==> src/rtl/program_loader_if.sv <==
// program_loader_if: byte-stream input plus memory-write / boot-status bundle.
// slave = loader side, master = stream source and memory/CPU side.
interface program_loader_if #(
  parameter int ADDR_W = 32
);
  logic              in_valid;
  logic [7:0]        in_data;
  logic              in_ready;
  logic              mem_we;
  logic [ADDR_W-1:0] mem_addr;
  logic [31:0]       mem_wdata;
  logic              cpu_rst;
  logic              load_done;
  logic              load_err;

  modport slave (
    input  in_valid,
    input  in_data,
    output in_ready,
    output mem_we,
    output mem_addr,
    output mem_wdata,
    output cpu_rst,
    output load_done,
    output load_err
  );

  modport master (
    output in_valid,
    output in_data,
    input  in_ready,
    input  mem_we,
    input  mem_addr,
    input  mem_wdata,
    input  cpu_rst,
    input  load_done,
    input  load_err
  );
endinterface

==> src/rtl/program_loader.sv <==
// program_loader: framed byte-stream boot loader writing 32-bit memory words.
// Define LOADER_CHECKSUM_EN for a per-frame trailing checksum byte.
module program_loader #(
  parameter int ADDR_W    = 32,
  parameter int MEM_WORDS = 1024
) (
  input  logic             clk,
  input  logic             rst,
  program_loader_if.slave  bus
);

  typedef enum logic [2:0] {
    S_HADDR,
    S_HCNT,
    S_DATA,
    S_WRITE,
    S_CSUM,
    S_DONE,
    S_ERR
  } state_t;

  localparam logic [33:0] LIMIT =
    34'(MEM_WORDS) * 34'd4;

  state_t            r_state;
  logic [1:0]        r_bcnt;
  logic [23:0]       r_shift;
  logic [31:0]       r_addr;
  logic [31:0]       r_cnt;
  logic [7:0]        r_sum;
  logic              r_mem_we;
  logic [ADDR_W-1:0] r_mem_addr;
  logic [31:0]       r_mem_wdata;
  logic              r_cpu_rst;
  logic              r_done;
  logic              r_err;

  logic              w_accept;
  logic              w_xfer;
  logic              w_last;
  logic [31:0]       w_word;
  logic [33:0]       w_end;
  logic [7:0]        w_csum;

  always_comb begin
    w_accept = 1'b0;
    unique case (r_state)
      S_HADDR, S_HCNT,
      S_DATA, S_CSUM: w_accept = 1'b1;
      default:        w_accept = 1'b0;
    endcase
  end

  // Held low while rst is asserted, independent of the clock.
  assign bus.in_ready  = rst & w_accept;
  assign w_xfer        = bus.in_valid & bus.in_ready;
  assign w_last        = (r_bcnt == 2'd3);
  assign w_word        = {bus.in_data, r_shift};
  assign w_end         = {2'b00, r_addr}
                       + {w_word, 2'b00};
  assign w_csum        = r_sum + bus.in_data;

  assign bus.mem_we    = r_mem_we;
  assign bus.mem_addr  = r_mem_addr;
  assign bus.mem_wdata = r_mem_wdata;
  assign bus.cpu_rst   = r_cpu_rst;
  assign bus.load_done = r_done;
  assign bus.load_err  = r_err;

  always_ff @(posedge clk or negedge rst) begin
    if (!rst) begin
      r_state     <= S_HADDR;
      r_bcnt      <= 2'd0;
      r_shift     <= '0;
      r_addr      <= '0;
      r_cnt       <= '0;
      r_sum       <= '0;
      r_mem_we    <= 1'b0;
      r_mem_addr  <= '0;
      r_mem_wdata <= '0;
      r_cpu_rst   <= 1'b0;
      r_done      <= 1'b0;
      r_err       <= 1'b0;
    end else begin
      r_mem_we <= 1'b0;
      if (w_xfer) begin
        r_shift <= w_word[31:8];
        r_bcnt  <= r_bcnt + 2'd1;
      end
      unique case (r_state)
        S_HADDR: begin
          if (w_xfer && w_last) begin
            r_addr  <= w_word;
            r_state <= S_HCNT;
          end
        end
        S_HCNT: begin
          if (w_xfer && w_last) begin
            r_cnt <= w_word;
            r_sum <= '0;
            if (w_word == 32'd0) begin
              r_state   <= S_DONE;
              r_done    <= 1'b1;
              r_cpu_rst <= 1'b1;
            end else if (r_addr[1:0] != 2'd0
                      || w_end > LIMIT) begin
              r_state <= S_ERR;
              r_err   <= 1'b1;
            end else begin
              r_state <= S_DATA;
            end
          end
        end
        S_DATA: begin
          if (w_xfer) begin
            r_sum <= w_csum;
            if (w_last) begin
              r_mem_we    <= 1'b1;
              r_mem_addr  <= r_addr[ADDR_W-1:0];
              r_mem_wdata <= w_word;
              r_state     <= S_WRITE;
            end
          end
        end
        S_WRITE: begin
          r_addr <= r_addr + 32'd4;
          r_cnt  <= r_cnt - 32'd1;
          if (r_cnt == 32'd1) begin
`ifdef LOADER_CHECKSUM_EN
            r_state <= S_CSUM;
`else
            r_state <= S_HADDR;
`endif
          end else begin
            r_state <= S_DATA;
          end
        end
        S_CSUM: begin
          if (w_xfer) begin
            r_bcnt <= 2'd0;
            if (w_csum == 8'd0) begin
              r_state <= S_HADDR;
            end else begin
              r_state <= S_ERR;
              r_err   <= 1'b1;
            end
          end
        end
        S_DONE, S_ERR: begin
        end
        default: r_state <= S_ERR;
      endcase
    end
  end

endmodule
==> src/flat_wrapper.sv <==
// flat-port wrapper written by rule: the top's interface ports become plain ports
module program_loader_flat 
#(
  parameter int ADDR_W    = 32,
  parameter int MEM_WORDS = 1024
)
  (clk, rst, bus_in_valid, bus_in_data, bus_in_ready, bus_mem_we, bus_mem_addr, bus_mem_wdata, bus_cpu_rst, bus_load_done, bus_load_err);
  program_loader_if #(.ADDR_W(ADDR_W)) bus_i ();
  input  logic clk;
  input  logic rst;
  input wire logic [$bits(bus_i.in_valid)-1:0] bus_in_valid;
  input wire logic [$bits(bus_i.in_data)-1:0] bus_in_data;
  output wire logic [$bits(bus_i.in_ready)-1:0] bus_in_ready;
  output wire logic [$bits(bus_i.mem_we)-1:0] bus_mem_we;
  output wire logic [$bits(bus_i.mem_addr)-1:0] bus_mem_addr;
  output wire logic [$bits(bus_i.mem_wdata)-1:0] bus_mem_wdata;
  output wire logic [$bits(bus_i.cpu_rst)-1:0] bus_cpu_rst;
  output wire logic [$bits(bus_i.load_done)-1:0] bus_load_done;
  output wire logic [$bits(bus_i.load_err)-1:0] bus_load_err;
  assign bus_i.in_valid = bus_in_valid;
  assign bus_i.in_data = bus_in_data;
  assign bus_in_ready = bus_i.in_ready;
  assign bus_mem_we = bus_i.mem_we;
  assign bus_mem_addr = bus_i.mem_addr;
  assign bus_mem_wdata = bus_i.mem_wdata;
  assign bus_cpu_rst = bus_i.cpu_rst;
  assign bus_load_done = bus_i.load_done;
  assign bus_load_err = bus_i.load_err;
  program_loader #(.ADDR_W(ADDR_W), .MEM_WORDS(MEM_WORDS)) u_core (.clk(clk), .rst(rst), .bus(bus_i));
endmodule
==> config.mk <==
export PLATFORM = sky130hd
export DESIGN_NAME = program_loader_flat
export DESIGN_NICKNAME = d
export VERILOG_FILES = /design/src/rtl/program_loader_if.sv /design/src/rtl/program_loader.sv /design/src/flat_wrapper.sv
export SDC_FILE = /design/constraint.sdc
export NUM_CORES = 1
export LEC_CHECK = 0
export BUFFER_PORTS_ARGS = -buffer_cell sky130_fd_sc_hd__buf_2
export CAP_MARGIN = 25
export CELL_PAD_IN_SITES_DETAIL_PLACEMENT = 1
export CELL_PAD_IN_SITES_GLOBAL_PLACEMENT = 2
export CORE_UTILIZATION = 37
export CTS_BUF_LIST = sky130_fd_sc_hd__clkbuf_4 sky130_fd_sc_hd__clkbuf_8 sky130_fd_sc_hd__clkbuf_16
export DETAILED_ROUTE_END_ITERATION = 8
export PLACE_DENSITY_LB_ADDON = 0.05
export SETUP_SLACK_MARGIN = 0.5
export SLEW_MARGIN = 30
export SYNTH_ARGS = -nofsm -noshare
export SYNTH_HDL_FRONTEND = slang
export SYNTH_SLANG_ARGS = --single-unit
==> constraint.sdc <==
create_clock -name clk -period 4.4 [get_ports clk]
set_input_delay 0.22 -clock clk [delete_from_list [all_inputs] [get_ports clk]]
set_output_delay 0.22 -clock clk [all_outputs]
set_load 0.01 [all_outputs]
==> results of run 1 <==
==> flip-flops by register name (all words and copies together) (netlist names), named ones only <==
register / flops
u_core.bus.mem_we: 1
u_core.bus.mem_wdata: 32
u_core.bus.load_err: 1
u_core.r_sum: 8
u_core.bus.cpu_rst: 1
u_core.bus.mem_addr: 32
u_core.r_addr: 32
u_core.r_cnt: 32
u_core.r_state: 3
u_core.r_bcnt: 1
u_core.r_shift: 24
==> what timing repair did <==
| item | 4_1_cts | 5_1_grt |
|---|---|---|
| hold endpoints to repair | 32 | 0 |
| hold buffers | 1 | 0 |
| setup endpoints to repair | 0 | 0 |
==> tightest hold or removal path: stages <==
cell,delay (ps)
buf_2,190
nand2_1,90
nand2_1,50
==> synthesized netlist by cell type (all sizes together), types with 11 or more instances <==
cell type  count  area share, %
nand4         20            1.3
a21o          16            1.2
nor4          21            1.4
ha            42            5.3
xor2          11           0.97
a221o         18            1.8
a31oi         12           0.75
o21ai         79            4.0
o211ai        22            1.7
nand2        301             11
mux2          23            2.6
nand3         55            2.8
inv           31            1.2
nor3          29            1.5
a21oi         66            3.3
dfrtp        168             42
nor2          53            2.0
o311ai        18            1.6
clkbuf        45            1.7
and3          16            1.0
buf           14           0.90
==> routing by layer <==
metal	up-vias	part of all wire, %	global-route usage, %
met5	-	0	0
met4	0	1.4	6.66
met3	32	4.3	3.84
met2	222	46	43.5
met1	4727	48	38.1
li1	4373	-	-
==> cell families (layout without fill, tap and decap cells) <==
kind of cell,after synthesis,in the layout,share of synthesized area (%)
DFF,168,168,42.2
AOI/OAI and AO/OA,289,289,19.3
adders and majority gates,44,44,5.67
and+or+nand+nor,541,541,24.6
muxes,26,26,2.90
buffers and inverters,90,168,3.79
xor gates and xnor gates,18,18,1.58
==> power groups by stage <==
stage               sequential, mW  combinational [mW]  clock, mW
floorplan                     1.83               0.978          0
global placement              1.91                1.58          0
detailed placement            1.91                1.57          0
CTS                           1.88                1.58       1.65
global route                  1.89                1.73       1.71
finish                        1.89                1.60       1.61
==> cell type report <==
cell class / instances / area (um2) / share of cell area, %
repair buffers: 105 / 603 / 5.31
inverters: 31 / 119 / 1.05
clock buffers: 20 / 460 / 4.05
multi-input cells: 918 / 5400 / 47.5
flip-flops and latches: 168 / 4200 / 37.0
clock inverters: 12 / 153 / 1.34
well taps: 335 / 419 / 3.69
==> how the worst max path moves through the flow <==
stage                                      to  slack (ps)  cells after the start
after floorplan           u_core.bus.load_err        1220                     12
after global placement      u_core.r_state[2]         880                     12
after detailed placement  u_core.bus.load_err         800                     12
after CTS                   u_core.r_state[2]         770                     12
after global routing        u_core.r_state[2]         560                     12
final                       u_core.r_state[2]         760                     12
==> run summary, run 1 <==
minimum clock period: 3640 ps
largest net degree at the start of global routing: 73
vias per cell: 5.89
Total GRT Usage: 27.0%
drt drc: 4
row cnt: 59
Pint: 3.14 mW
Final Cycle Share: 82.6%
total CTS buffers: 17
post-route ant nets: 0
peak per-stage delay on the critical path: 500 ps
antenna violations before repair: 0
RR Startpoint: u_core.r_shift[0]
r2r endpoint: u_core.r_state[2]
chip width: 166 um
hold path startpoint: bus_in_data[4]
syn avg cell area: 8.48 um2
most common cell after layout, fill and taps aside: nand2_1
depth of the CTS H-tree: 4
Post-synth ARST share: 100%
Core Box Area: 26300 um2
Setup Fix Bufs, Post-CTS: 0
Hold EP: u_core.bus.mem_wdata[28]
power density cells: 449 nW/um2
clk buf depth: 2
Reg2Reg Depth: 12
syn nets: 1231
clk sinks: 168
Util after Layout: 43.2%
Crit-path slowest cell: a2111oi_4
most frequent cells in the layout: nand2_1 (300), dfrtp_1 (168), buf_2 (78)
sequential share of power: 37.1%
TritonRoute pass-1 iters: 8
gp weighted congestion: 0.900
NumNets Final: 1296
Rel. slew slack: 38.7%
layout cells sized above 1: 14.3%
starting density of the core: 37.9%
final setup TNS: 0 ps
WP data arrival: 3940 ps
maxcap violations: 0
placed wire-length estimate: 25.6 mm
Buffers on Ports: 79
Worst-path clk slew: 80 ps
Netlist cell types: 74
Top delay family on crit path: simple AND/OR/NAND/NOR gates
CP Cell Sequence: ha_1 > inv_1 > fa_1 > nand2b_2 > a2111oi_4 > nor2_2 > a311o_1 > nor4_2 > nand4_1 > or3_1 > nor4_2 > a21oi_1
Slew Viols, Final: 0
VDD IR max: 0.000204 V
hold depth: 3
CP most frequent cell: nor4_2
die area: 27600 um2
root buf cell: clkbuf_16
P_sw: 1.96 mW
Gate power share: 31.3%
violated checks: design-rule violations
CP endpoint kind: register
min setup slack post-route: 765 ps
fmax: 275 MHz
clk_lat worst skew: 440 ps
critical path class: reg -> reg
# diodes: 0
Startpoint Class: register
Syn-to-layout area delta: 13.9%
clock skew: 16.7 ps
YS warnings: 0
vias in the first global route: 9608
post-route cell area: 11400 um2
#FFs+latches synth: 168
Detailed Route Iter0 Violations: 617
GRT overflow: 0
Post-Syn Area: 9970 um2
Total Power: 5.10 mW
CTS tree: done
Wirelength per Cell: 22.7 um
fill count: 3134
top_reg_cell synth: dfrtp_1
flop-to-flop setup slack: 760 ps
CTS resizes: 0
Setup violations, final: 0
Bufs and invs on worst path: 1
die height: 166 um
Post-DP Area: 10700 um2
non-filler instance count after layout: 1589
post-synthesis sequential area ratio: 42.2%
placed cells: 1556
status: finished, violations left
vias: 9354
Post-synth EDFFs: 0
Required @ worst endpoint: 4700 ps
Hold Vio Cnt, Final: 0
Pleak: 5.27 nW
Critical path origin: u_core.r_shift[0]
Sw Ratio: 38.5%
Min-Delay Path Class: in -> reg
first-pass GRT wire length: 57.3 mm
Clock power frac: 31.6%
final wirelength: 36.1 mm
pre-CTS WS: 802 ps
Max FO, Critical Path: 6
Hold WS: 137 ps
Post-Syn Instances: 1176
Boundary Pins: 80
RSZ-0062 raised after global routing: no
Least-Margin Pin Slew: 920 ps
Power figures use the tool's default switching activity.
==> inputs of run 2 (changes only) <==
==> constraint.sdc (replaced) <==
create_clock -name clk -period 3.8 [get_ports clk]
set_input_delay 0.19 -clock clk [delete_from_list [all_inputs] [get_ports clk]]
set_output_delay 0.19 -clock clk [all_outputs]
set_load 0.01 [all_outputs]
==> run 2 against run 1 <==
The run still ends with design-rule violations left. Core utilization grew 1.0 points. Clock skew grew 1.8 ps. Power grew 18%. Count of clock-buffer cells in the layout shrank 3. Die area is the same. Non-clock buffer count grew 25. Global-route usage grew 0.30 points. Highest routed layer unchanged.
==> run summary, run 2 (synthesized netlist as in run 1, its figures left out) <==
status: finished, violations left
violated checks: design-rule violations
drt drc: 8 (+4)
most common cell after layout, fill and taps aside: nand2_1
starting density of the core: 37.9% (unchanged)
Boundary Pins: 80 (unchanged)
clk buf depth: 2 (unchanged)
VDD IR max: 0.000311 V (+52%)
Util after Layout: 44.2% (+1.0 points)
vias per cell: 5.85 (-0.57%)
vias: 9453 (+1.1%)
most frequent cells in the layout: nand2_1 (300), dfrtp_1 (167), buf_2 (78)
clk_lat worst skew: 440 ps (about the same)
maxcap violations: 0 (unchanged)
Setup violations, final: 0 (unchanged)
total CTS buffers: 17 (unchanged)
chip width: 166 um (unchanged)
Syn-to-layout area delta: 16.6%
Max FO, Critical Path: 8 (+2)
final wirelength: 36.7 mm (+1.6%)
clock skew: 18.5 ps (+1.78 ps)
CTS tree: done
GRT overflow: 0 (unchanged)
depth of the CTS H-tree: 4 (unchanged)
NumNets Final: 1321 (+1.9%)
Slew Viols, Final: 0 (unchanged)
CP most frequent cell: buf_4
RSZ-0062 raised after global routing: yes
critical path class: reg -> reg
post-route ant nets: 0 (unchanged)
Least-Margin Pin Slew: 892 ps (-27.5 ps)
Wirelength per Cell: 22.7 um (about the same)
Min-Delay Path Class: in -> reg
gp weighted congestion: 0.879 (-2.4%)
root buf cell: clkbuf_16
Hold Vio Cnt, Final: 0 (unchanged)
CP endpoint kind: register
Rel. slew slack: 40.3% (+1.6 points)
vias in the first global route: 9754 (+1.5%)
antenna violations before repair: 0 (unchanged)
Required @ worst endpoint: 4110 ps (-590 ps)
fmax: 309 MHz (+12%)
placed wire-length estimate: 26.6 mm (+4.1%)
Core Box Area: 26300 um2 (unchanged)
power density cells: 517 nW/um2 (+15%)
layout cells sized above 1: 17.3% (+3.0 points)
Total GRT Usage: 27.3% (+0.30 points)
Crit-path slowest cell: dfrtp_1
Pleak: 5.41 nW (+2.6%)
row cnt: 59 (unchanged)
die area: 27600 um2 (unchanged)
minimum clock period: 3230 ps (-404 ps)
die height: 166 um (unchanged)
CP Cell Sequence: ha_1 > o211ai_1 > a2111oi_4 > buf_4 > buf_4 > o21bai_2 > a21oi_2 > or3_1 > a211o_1 > or3_4 > nor4_4 > a21oi_1
WP data arrival: 3540 ps (-400 ps)
Final Cycle Share: 85.0% (+2.4 points)
first-pass GRT wire length: 58.1 mm (+1.4%)
peak per-stage delay on the critical path: 490 ps (about the same)
Startpoint Class: register
Worst-path clk slew: 80 ps (about the same)
final setup TNS: 0 ps (unchanged)
Buffers on Ports: 79 (unchanged)
Detailed Route Iter0 Violations: 566 (-8.3%)
clk sinks: 168 (unchanged)
largest net degree at the start of global routing: 73 (unchanged)
Hold WS: 127 ps (-9.93 ps)
TritonRoute pass-1 iters: 8 (unchanged)
-- run 2: cell count changes in the layout (fill, tap and decap cells not counted), sizes merged --
| cell | before | now |
|---|---|---|
| buf | 104 | 129 |
| clkinv | 3 | 7 |
| clkbuf | 20 | 17 |
| bufinv | 2 | 1 |
| diode | 0 | 1 |
-- run 2: worst max-delay path: cells and delay by family, from the launching register on --
kind / cells / cell delay [ps]
and+or+nand+nor: 3 / 980
AOI/OAI and AO/OA: 6 / 900
DFF: 1 / 490
adders and majority gates: 1 / 420
buffers and inverters: 2 / 320
-- run 2: worst paths after layout --
check | startpoint | end | slack (ps) | cells past startpoint
setup / recovery | u_core.r_addr[7] | u_core.bus.load_err | 570 | 12
max in group asynchronous | rst | u_core.r_shift[7] | 1930 | 4
hold / removal | bus_in_data[4] | u_core.bus.mem_wdata[28] | 130 | 3
setup reg to reg | u_core.r_addr[7] | u_core.bus.load_err | 570 | 12
hold reg to reg | u_core.bus.mem_wdata[30] | u_core.bus.mem_wdata[30] | 470 | 2
min in group asynchronous | rst | u_core.bus.mem_addr[20] | 490 | 3
-- run 2: per-layer routing --
layer  vias to the layer above  global-route usage, %  wire length (um)
met5                         -                      0                 0
met4                         0                   6.66               499
met3                        33                   5.15              2000
met2                       213                   43.8             17000
met1                      4781                   37.9             17100
li1                       4426                      -                 -
-- run 2: per-stage QoR --
step	cell area, um2	cells	power (mW)	setup WS, ps
2_1_floorplan	9970	1176	3.25	616
3_3_place_gp	10800	1572	4.12	256
3_5_place_dp	10800	1572	4.12	95.8
4_1_cts	11500	1608	5.98	515
5_1_grt	11600	1614	6.29	421
6_report	11600	1615	6.01	569
-- run 2: area by class of cell --
cell class / count / area [um2]
fill: 3181 / 14700
multi-input combinational: 918 / 5490
sequential: 168 / 4210
timing repair buffer: 130 / 787
clock buffer: 17 / 425
tap: 335 / 419
clock inverter: 15 / 179
inverter: 31 / 116
antenna: 1 / 2.50
-- run 2: where the power goes --
part | total (mW) | switching (mW) | internal [mW]
Clock | 1.81 | 0.866 | 0.946
Combinational | 2.06 | 1.30 | 0.756
Sequential | 2.14 | 0.213 | 1.92
-- run 2: what timing repair did --
item	CTS	global route
setup endpoints to repair	2	2
pin swaps	3	5
hold buffers	1	0
gates resized for setup	7	15
buffers inserted	3	6
endpoints found under the hold margin	45	0
